**src/rtl/fsmc_pkg.sv**
```systemverilog
// Shared definitions for the FSMC block-RAM arbiter: state encoding, owner codes
// and default geometry.
package fsmc_pkg;

   localparam int AW_DEF       = 8;
   localparam int DW_DEF       = 16;
   localparam int MAX_WAIT_DEF = 4;

   typedef enum logic [1:0] {
      ST_IDLE    = 2'd0,
      ST_ISSUE   = 2'd1,
      ST_CAPTURE = 2'd2,
      ST_ACK     = 2'd3
   } state_t;

   localparam logic OWN_HOST = 1'b0;
   localparam logic OWN_INT  = 1'b1;

endpackage

```
**src/rtl/fsmc_ram_arbiter.sv**
```systemverilog
// Serialises host and internal-engine accesses to the single-port block RAM behind
// the FSMC window; host has priority, the internal port is protected by a wait counter.
module fsmc_ram_arbiter
   import fsmc_pkg::*;
#(
   parameter int AW       = AW_DEF,
   parameter int DW       = DW_DEF,
   parameter int MAX_WAIT = MAX_WAIT_DEF
) (
   input  logic          clk,
   input  logic          rst_n,

   input  logic          h_req,
   input  logic          h_we,
   input  logic [AW-1:0] h_addr,
   input  logic [DW-1:0] h_wdata,
   output logic          h_ack,
   output logic [DW-1:0] h_rdata,

   input  logic          i_req,
   input  logic          i_we,
   input  logic [AW-1:0] i_addr,
   input  logic [DW-1:0] i_wdata,
   output logic          i_ack,
   output logic [DW-1:0] i_rdata,

   output logic          ram_en,
   output logic          ram_we,
   output logic [AW-1:0] ram_addr,
   output logic [DW-1:0] ram_wdata,
   input  logic [DW-1:0] ram_rdata,

   output logic          busy
);

   localparam int              WCW        = (MAX_WAIT < 1) ? 1 : $clog2(MAX_WAIT + 1);
   localparam logic [WCW-1:0]  WAIT_LIMIT = WCW'(MAX_WAIT);

   state_t         r_state;
   logic           r_owner;
   logic           r_we;
   logic [WCW-1:0] r_wait_cnt;

   logic           w_wait_full;
   logic           w_grant_host;
   logic           w_grant_int;

   // Host wins any contest unless the internal port has already waited MAX_WAIT grants.
   always_comb begin
      w_wait_full  = (r_wait_cnt == WAIT_LIMIT);
      w_grant_host = h_req && !(i_req && w_wait_full);
      w_grant_int  = i_req && !w_grant_host;
   end

   // NOTE: every register here, outputs included, is updated with <= so all of them
   // see the same pre-edge values; the reset branch clears both rdata registers too.
   always_ff @(posedge clk) begin
      if (!rst_n) begin
         r_state    <= ST_IDLE;
         r_owner    <= OWN_HOST;
         r_we       <= 1'b0;
         r_wait_cnt <= '0;
         h_ack      <= 1'b0;
         h_rdata    <= '0;
         i_ack      <= 1'b0;
         i_rdata    <= '0;
         ram_en     <= 1'b0;
         ram_we     <= 1'b0;
         ram_addr   <= '0;
         ram_wdata  <= '0;
         busy       <= 1'b0;
      end else begin
         case (r_state)
            ST_IDLE: begin
               if (!i_req) begin
                  r_wait_cnt <= '0;
               end
               if (w_grant_host) begin
                  r_owner   <= OWN_HOST;
                  r_we      <= h_we;
                  ram_en    <= 1'b1;
                  ram_we    <= h_we;
                  ram_addr  <= h_addr;
                  ram_wdata <= h_wdata;
                  busy      <= 1'b1;
                  r_state   <= ST_ISSUE;
                  if (i_req && !w_wait_full) begin
                     r_wait_cnt <= r_wait_cnt + WCW'(1);
                  end
               end else if (w_grant_int) begin
                  r_owner    <= OWN_INT;
                  r_we       <= i_we;
                  ram_en     <= 1'b1;
                  ram_we     <= i_we;
                  ram_addr   <= i_addr;
                  ram_wdata  <= i_wdata;
                  busy       <= 1'b1;
                  r_wait_cnt <= '0;
                  r_state    <= ST_ISSUE;
               end
            end

            ST_ISSUE: begin
               ram_en    <= 1'b0;
               ram_we    <= 1'b0;
               ram_addr  <= '0;
               ram_wdata <= '0;
               r_state   <= ST_CAPTURE;
            end

            // RAM data is valid this cycle; writes leave the owner's rdata untouched.
            ST_CAPTURE: begin
               if (r_owner == OWN_HOST) begin
                  h_ack <= 1'b1;
                  if (!r_we) begin
                     h_rdata <= ram_rdata;
                  end
               end else begin
                  i_ack <= 1'b1;
                  if (!r_we) begin
                     i_rdata <= ram_rdata;
                  end
               end
               r_state <= ST_ACK;
            end

            ST_ACK: begin
               h_ack   <= 1'b0;
               i_ack   <= 1'b0;
               busy    <= 1'b0;
               r_state <= ST_IDLE;
            end

            default: begin
               r_state <= ST_IDLE;
            end
         endcase
      end
   end

endmodule

```
**config.mk**
```make
export PLATFORM = sky130hd
export DESIGN_NAME = fsmc_ram_arbiter
export DESIGN_NICKNAME = d
export VERILOG_FILES = /design/src/rtl/fsmc_pkg.sv /design/src/rtl/fsmc_ram_arbiter.sv
export SDC_FILE = /design/constraint.sdc
export NUM_CORES = 1
export LEC_CHECK = 0
export ABC_AREA = 1
export CORE_ASPECT_RATIO = 1.5
export CORE_MARGIN = 1
export CORE_UTILIZATION = 46
export CTS_CLUSTER_DIAMETER = 200
export DETAILED_ROUTE_END_ITERATION = 6
export PLACE_DENSITY = 0.86
export SYNTH_ARGS = -nofsm -noshare
export SYNTH_HDL_FRONTEND = slang
export SYNTH_SLANG_ARGS = --single-unit
export TNS_END_PERCENT = 10
```
**constraint.sdc**
```tcl
create_clock -name clk -period 2.49 [get_ports clk]
set_clock_uncertainty 0.1 [all_clocks]
set_input_delay 0.3735 -clock clk [delete_from_list [all_inputs] [get_ports clk]]
set_output_delay 0.3735 -clock clk [all_outputs]
set_load 0.03 [all_outputs]
```
# Yosys cells after proc, flatten, opt, wreduce, memory -nomap -nowiden
# Cells that the tools add are included.
dict set report totals {
  ff_bits 68
  out_inout_bits 61
  word_cells 67
}
dict set report op_classes {
  add_sub_neg 1
  eq_ne 7
  mux 25
  bitwise 2
  n_reduce_logical 19
}
# op n
set op_table {}
lappend op_table {{2-to-1 mux 16 bit} 2}
lappend op_table {{case mux 16 bit (2 select lines)} 1}
lappend op_table {{2-to-1 mux 8 bit} 2}
lappend op_table {{case mux 8 bit (2 select lines)} 1}
lappend op_table {{2-to-1 mux 3 bit} 4}
lappend op_table {{case mux 1 bit (2 select lines)} 5}
lappend op_table {{AND reduction 2 bit} 5}
lappend op_table {{case mux 2 bit (4 select lines)} 1}
lappend op_table {{nonzero test 2 bit} 4}
lappend op_table {{2-to-1 mux 1 bit} 7}
lappend op_table {{AND reduction 3 bit} 2}
lappend op_table {{== test 2 bit (second input constant)} 2}
lappend op_table {{logical AND 1 bit} 4}
lappend op_table {{2-to-1 mux 2 bit} 2}
lappend op_table {{!= test 2 bit (second input constant)} 2}
lappend op_table {{adder 3 x 1 -> 3 bit (second input constant)} 1}
lappend op_table {{== test 3 bit (second input constant)} 1}
lappend op_table {{zero test 1 bit} 3}
lappend op_table {{!= test 3 bit (second input constant)} 1}
lappend op_table {{== test 2 x 1 -> 1 bit (second input constant)} 1}
lappend op_table {{zero test 2 bit} 1}
lappend op_table {{NOT 1 bit} 2}

# Depth between registers and ports, before layout
# Gate-level depths: netlist (run 1).
dict set report depth {
  ltp_word 9
  depth_mapped 9
  depth_no_buf 9
}

# Worst setup path before layout (run 1)
# Ideal clock, no wire load.
dict set report synth_timing {
  path_type {register to register}
  start {register r_state[0]}
  end {register h_rdata[0]}
  setup_ns 0.116
  arrival_time_ns 1.370
  t_required_ns 2.274
  slack_ns 0.904
  path_stages_with_launch 9
  cell_sequence {dfxtp_1 > inv_1 > ha_1 > nand2_1 > nor2_1 > inv_1 > buf_2 > nor2_1 > nor2_1}
}
dict set report synth_via {
  elab_chain_len 2
}
# element line
set synth_lines {}
lappend synth_lines {{from (decl)} fsmc_ram_arbiter.sv:39} ;# state_t r_state;
lappend synth_lines {{from (signal assigned)} fsmc_ram_arbiter.sv:59} ;# r_state <= ST_IDLE;
lappend synth_lines {{from (signal assigned)} fsmc_ram_arbiter.sv:86} ;# r_state <= ST_ISSUE;
lappend synth_lines {{from (signal assigned)} fsmc_ram_arbiter.sv:99} ;# r_state <= ST_ISSUE;
lappend synth_lines {{== test 2 bit} fsmc_ram_arbiter.sv:73} ;# case (r_state)
lappend synth_lines {{AND reduction 3 bit (no line)} -}
lappend synth_lines {{to (signal assigned)} fsmc_ram_arbiter.sv:116} ;# h_rdata <= ram_rdata;
lappend synth_lines {{to (decl)} fsmc_ram_arbiter.sv:18} ;# output logic [DW-1:0] h_rdata,
# Every way passes these cells.
# A chain may end at the register's enable or synchronous reset.

# Worst setup path after layout (run 1)
dict set report layout_timing {
  start {register r_state[0]}
  end {register i_rdata[10]}
}
dict set report layout_via {
  elab_chain_len 2
}
# element line
set layout_lines {}
lappend layout_lines {{== test 2 bit} fsmc_ram_arbiter.sv:73}
lappend layout_lines {{AND reduction 3 bit (no line)} -}
lappend layout_lines {{to (signal assigned)} fsmc_ram_arbiter.sv:121} ;# i_rdata <= ram_rdata;
lappend layout_lines {{to (decl)} fsmc_ram_arbiter.sv:25} ;# output logic [DW-1:0] i_rdata,
# Every way passes these cells.

==> metrics.md, run 1 <==
| Metric | Value |
|---|---|
| Worst VDD drop | 0.5643 mV |
| Routed wire length per instance | 13.32 um |
| Worst Hold Class | flip-flop to flip-flop |
| Met2 Usage GRT | 45.17% |
| GRT busiest layer | met2 |
| Flop pwr share | 34.9% |
| Met1 usage | 25.00% |
| DIE WIDTH | 68.45 um |
| Layout cell share with drive strength beyond 1 | 5.914% |
| CTS root buf | clkbuf_8 |
| Pin count of the biggest net entering global routing | 27 |
| Antenna violations before repair | 0 |
| CP Cell Sequence | inv_1 -> ha_1 -> nand2_1 -> nor2_2 -> inv_1 -> nor2_1 -> nor2_1 |
| Initial drt markers | 104 |
| Nets@finish | 630 |
| Crit path largest cell delay | 0.46 ns |
| Antenna fix cells | 0 |
| Final design utilization | 70.96% |
| TritonCTS Sinks | 68 |
| Tot Pwr | 4.251 mW |
| Syn Std Cell Area | 0.003047 mm^2 |
| DRT Pass-1 Iters | 5 |
| Ys Warns | 0 |
| Routability cong. | 0.8045 |
| Clock tree buffer depth | 2 |
| Hold-fix buffers, CTS | 0 |
| Int Power | 2.573 mW |
| Final WS setup | 0.2625 ns |
| Cts repair resizes | 2 |
| Pins over their slew limit | 0 |
| Setup TNS Final | 0 ns |
| Period utilization | 89.46% |
| Worst slack, placed | 0.001390 ns |
| WHS | 0.3665 ns |
| Clock group share of total power | 22.0% |
| Max cap viols | 0 |
| Gr usage total | 25.06% |
| Final hold vios | 0 |
| Slew margin rel. | 33.40% |
| Syn avg cell area | 7.118 um^2 |
| Syn Nets | 505 |
| DP Wirelength | 5821 um |
| # DRC | 0 |
| CTS tree | yes |
| H-tree depth | 3 |
| #FFs+latches synth | 68 |
| Synth-to-Final Area Change | 50.02% |
| Count of cell types in the netlist | 20 |
| CTS buffer count | 9 |
| CTS clk-pin slew, worst paths | 0.07 ns |
| Data required time of the worst path | 2.61 ns |
| Leakage power | 2.020 nW |
| Finish-stage setup viols | 0 |
| Worst setup SP type | flip-flop |
| Detail Route Antenna Nets | 0 |
| Post-synthesis sequential area ratio | 44.68% |
| Unrepaired setup endpoints after global routing | false |
| CP max FO | 17 |
| Die H | 101.7 um |
| GRT overflow | 0 |
| # port buffers | 130 |
| Top-Level Pins | 131 |
| Status | completed |
| CORE AREA | 0.006441 mm^2 |
| Critical-path top delay cell | nor2_2 |
| Via count of the first global-routing pass | 3075 |
| Vias per cell | 5.038 |
| Max Freq | 0.4489 GHz |
| Worst Tran Pin Value | 0.9989 ns |
| Final Critical Period | 2.227 ns |
| DIE AREA | 0.006959 mm^2 |
| Arrival time worst endpoint | 2.35 ns |
| Initial core utilization | 47.30% |
| Via Count | 3194 |
| Setup crit end kind | flip-flop |
| Total net switching power | 1.678 mW |
| Total wire length | 8443 um |
| PD cells | 930.0 mW/mm^2 |
| First-pass GRT wire length | 13150 um |
| Power share of the combinational group | 43.1% |
| Rows | 36 |
| Later-pin clock latency in the skew report | 0.33 ns |
| Switching Fraction | 39.47% |
| CP Class | flip-flop to flip-flop |
| Syn Inst Count | 428 |
| Met3 global-route usage | 8.671% |
| Post-CTS setup buffer count | 0 |
==> cell type report <==
type | count | area, um^2
Clock buffer | 11 | 151.4
Clock inverter | 5 | 60.06
Tap cell | 76 | 95.09
Multi-Input combinational cell | 274 | 1313
Sequential cell | 68 | 1361
Inverter | 63 | 236.5
Timing Repair Buffer | 137 | 1354
Fill cell | 526 | 1871
==> path summary, 6_finish.rpt <==
check | slack (ns) | startpoint | depth (start not counted) | to
worst max-delay path | 0.26 | r_state[0] | 7 | i_rdata[10]
worst max register to register | 0.26 | r_state[0] | 7 | i_rdata[10]
worst min register to register | 0.37 | ram_wdata[7] | 2 | ram_wdata[7]
worst min-delay path | 0.37 | ram_wdata[7] | 2 | ram_wdata[7]
==> worst max-delay path, delay by kind of cell, from the launching register on <==
family	cells	cell delay (ns)
DFF	1	0.35
and+or+nand+nor	4	0.89
buffers and inverters	2	0.52
adders and majority gates	1	0.25
==> power by group through the flow <==
stage          clock network (mW)  registers [mW]  logic, mW
2_1_floorplan                   0            1.92      0.745
3_3_place_gp                    0            1.49       1.79
3_5_place_dp                    0            1.49       1.82
4_1_cts                     0.951            1.48       1.84
5_1_grt                     0.996            1.51       1.99
6_report                    0.935            1.48       1.83
==> placed cells by master (no fill, tap or decap) <==
master,n
clkdlybuf4s50_1,130
nor2_1,69
dfxtp_1,68
inv_1,62
nand2_1,61
nand3_1,51
o21ai_0,39
a21oi_1,35
clkbuf_8,11
ha_1,7
buf_4,7
clkinvlp_4,4
nand3_2,3
nor2_4,2
a211oi_1,2
nand2_2,1
inv_2,1
nor3_4,1
o21ai_2,1
nand4_1,1
nor2_2,1
bufinv_16,1
==> stage by stage <==
stage / instance area (um^2) / instances
global placement: 4349 / 618
CTS: 4566 / 634
floorplan: 3047 / 428
global route: 4571 / 634
detailed placement: 4349 / 618
finish: 4571 / 634
==> registers in the layout (all words and copies together) (netlist names) <==
signal,count
h_rdata,16
i_rdata,16
ram_wdata,16
ram_addr,8
r_wait_cnt,3
r_state,2
busy,1
h_ack,1
i_ack,1
r_owner,1
r_we,1
ram_en,1
ram_we,1
==> cells in the mapped netlist <==
cell       n  area (um^2)
buf_6      6        67.56
nor2_4     1        11.26
nand2_2    1        6.260
a211oi_1   2        15.01
nand3_1   51        255.2
clkbuf_1   9        33.78
o21ai_2    1        8.760
nor3_4     1        16.27
inv_2      1        3.750
ha_1       7        87.58
buf_4      2        15.01
nand3_2    3        30.03
buf_2      6        30.03
a21oi_1   35        175.2
nand2_1   61        229.0
nor2_1    71        266.5
inv_1     62        232.7
nand4_1    1        6.260
dfxtp_1   68         1361
o21ai_0   39        195.2
==> metal layers <==
layer,vias to the layer above,routed length (um),part of all wire (%)
met1,1457,3342,40
met5,-,0,0
met3,17,755,8.9
met2,123,4177,49
li1,1597,-,-
met4,0,167,2.0
==> cells by family after synthesis <==
kind of cell             Yosys count  synth area share (%)
buffers and inverters             86                 12.57
AND/OR/NAND/NOR                  190                 26.94
flip-flops                        68                 44.68
adder cells (fa/ha/maj)            7                 2.875
AO/OA/AOI/OAI                     77                 12.94
(Power assumes the default switching activity.)
==> run 2: changes to the inputs <==
Settings changed: CELL_PAD_IN_SITES_DETAIL_PLACEMENT set to 1, CELL_PAD_IN_SITES_GLOBAL_PLACEMENT set to 1, CORE_UTILIZATION 46 to 31, PLACE_DENSITY 0.86 to not set, PLACE_DENSITY_LB_ADDON set to 0.1.
==> metrics.md, run 2 (synthesis results as in run 1) <==
| Metric | Value |
|---|---|
| Via count of the first global-routing pass | 3247 (+5.6%) |
| Tot Pwr | 4.638 mW (+9.1%) |
| # port buffers | 130 (unchanged) |
| Via Count | 3211 (+0.53%) |
| Setup crit end kind | flip-flop |
| DIE AREA | 0.01024 mm^2 (+47%) |
| CTS clk-pin slew, worst paths | 0.06 ns (about the same) |
| DP Wirelength | 6896 um (+18%) |
| Worst Hold Class | flip-flop to flip-flop |
| # DRC | 0 (unchanged) |
| Post-CTS setup buffer count | 0 (unchanged) |
| CTS tree | yes |
| Placed insts | 657 (+6.3%) |
| Biggest regs | h_rdata: 16 flops, i_rdata: 16 flops, ram_wdata: 16 flops |
| Top-Level Pins | 131 (unchanged) |
| Antenna fix cells | 0 (unchanged) |
| Pin count of the biggest net entering global routing | 37 (+37%) |
| Unrepaired setup endpoints after global routing | false |
| CP Cell Sequence | inv_1 -> ha_1 -> nand2_1 -> nor2_2 -> inv_1 -> nor2_1 -> nor2_1 |
| Worst VDD drop | 0.5028 mV (-11%) |
| DIE WIDTH | 82.95 um (+21%) |
| Fin cells | 673 (+6.2%) |
| TritonCTS Sinks | 68 (unchanged) |
| Worst setup SP type | flip-flop |
| Finished layout cell area | 0.004713 mm^2 (+3.1%) |
| Antenna violations before repair | 0 (unchanged) |
| PD cells | 984.1 mW/mm^2 (+5.8%) |
| CP Class | flip-flop to flip-flop |
| Max Freq | 0.4574 GHz (+1.9%) |
| First-pass GRT wire length | 15770 um (+20%) |
| Detail Route Antenna Nets | 0 (unchanged) |
| Die H | 123.4 um (+21%) |
| Status | completed |
| Initial drt markers | 120 (+15%) |
| Worst slack, placed | -0.4183 ns (-0.4197 ns) |
| Fillers | 1216 (+130%) |
| Clock tree buffer depth | 2 (unchanged) |
| Slew margin rel. | 53.57% (+20 points) |
| Vias per cell | 4.771 (-5.3%) |
| CP max FO | 17 (unchanged) |
| Rows | 44 (+22%) |
| Period utilization | 87.80% (-1.7 points) |
| Leakage power | 2.067 nW (+2.4%) |
| Final hold vios | 0 (unchanged) |
| Later-pin clock latency in the skew report | 0.32 ns (about the same) |
| Finish-stage setup viols | 0 (unchanged) |
| Arrival time worst endpoint | 2.30 ns (-0.05 ns) |
| H-tree depth | 3 (unchanged) |
| Critical-path top delay cell | nor2_2 |
| Data required time of the worst path | 2.61 ns (about the same) |
| Pins over their slew limit | 0 (unchanged) |
| Max cap viols | 0 (unchanged) |
| Gr usage total | 19.40% (-5.7 points) |
| Routability cong. | 0.7481 (-7.0%) |
| Synth-to-Final Area Change | 54.70% |
| Commonest non-fill, non-tap cell in the layout | clkdlybuf4s50_1 |
| Initial core utilization | 31.62% (-16 points) |
| CTS buffer count | 9 (unchanged) |
| Most frequent cells in the layout | clkdlybuf4s50_1 (130), nor2_1 (69), dfxtp_1 (68), inv_1 (62), nand2_1 (61) |
| Total wire length | 9791 um (+16%) |
| Final Critical Period | 2.186 ns (-0.04130 ns) |
| Layout cell share with drive strength beyond 1 | 5.914% (unchanged) |
| Multi-input gate area | 0.001313 mm^2 (unchanged) |
| Crit path largest cell delay | 0.48 ns (+0.02 ns) |
| Sequential cell area | 0.001361 mm^2 (unchanged) |
| GRT overflow | 0 (unchanged) |
| Nets@finish | 630 (unchanged) |
| Routed wire length per instance | 14.55 um (+9.2%) |
| Worst Tran Pin Value | 0.6964 ns (-0.3025 ns) |
| Cell Area, Placed | 0.004410 mm^2 (+1.4%) |
| Final WS setup | 0.3038 ns (+0.04130 ns) |
| CORE AREA | 0.009634 mm^2 (+50%) |
| CTS root buf | clkbuf_16 |
| DRT Pass-1 Iters | 4 (-1) |
## run 2: changes by cell type in the layout (fill, tap and decap cells not counted), sizes merged
| cell | change |
|---|---|
| clkinvlp | -1 |
| clkinv | +3 |
| clkbuf | -2 |
## run 2: what timing repair did
action / in CTS / in global routing
hold buffers: 0 / 0
resized for setup: 2 / 1
hold endpoints to repair: 0 / 0
endpoints found under the setup margin: 32 / 16
## run 2: report_power, final
part	total [mW]	leakage, nW	switching (mW)	internal [mW]
sequential	1.49	0.555	0.147	1.34
combinational	1.90	1.37	1.14	0.755
clock	1.25	0.137	0.481	0.769
total	4.64	2.07	1.77	2.87
## run 2: per-stage QoR
stage	hold WS, ns	setup TNS, ns	util (%)
final	0.3610	0	48.92
after global routing	0.3838	0	48.92
after CTS	0.3615	0	48.87
after detailed placement	0.3528	-7.025	45.78
after global placement	0.3510	-4.512	45.78
after floorplan	0.3602	0	-
## run 2: per-layer routing
layer	GRT usage (%)	routed length, um	vias up
met4	8.405	178	0
met1	20.25	4009	1513
li1	-	-	1595
met2	36.94	5049	92
met5	0	0	-
met3	4.539	553	11
## run 2: worst paths after layout
path / start / to / slack, ns / cells after the start
max: r_state[0] / i_rdata[11] / 0.30 / 7
min: ram_wdata[5] / ram_wdata[5] / 0.36 / 2
max reg2reg: r_state[0] / i_rdata[11] / 0.30 / 7
min reg2reg: ram_wdata[5] / ram_wdata[5] / 0.36 / 2
## run 2: final cells by class
| cell class | count | area share (%) |
|---|---|---|
| Tap cell | 115 | 3.053 |
| Timing Repair Buffer | 137 | 28.99 |
| Sequential cell | 68 | 28.88 |
| Inverter | 63 | 5.017 |
| Clock buffer | 9 | 4.778 |
| Clock inverter | 7 | 1.434 |
| Multi-Input combinational cell | 274 | 27.85 |
## run 2: worst max-delay path: cells and delay by family, from the launching register on
kind / cells / cell delay, ns
fa+ha+maj: 1 / 0.23
simple gates: 4 / 0.87
flops: 1 / 0.33
buf+inv: 2 / 0.55
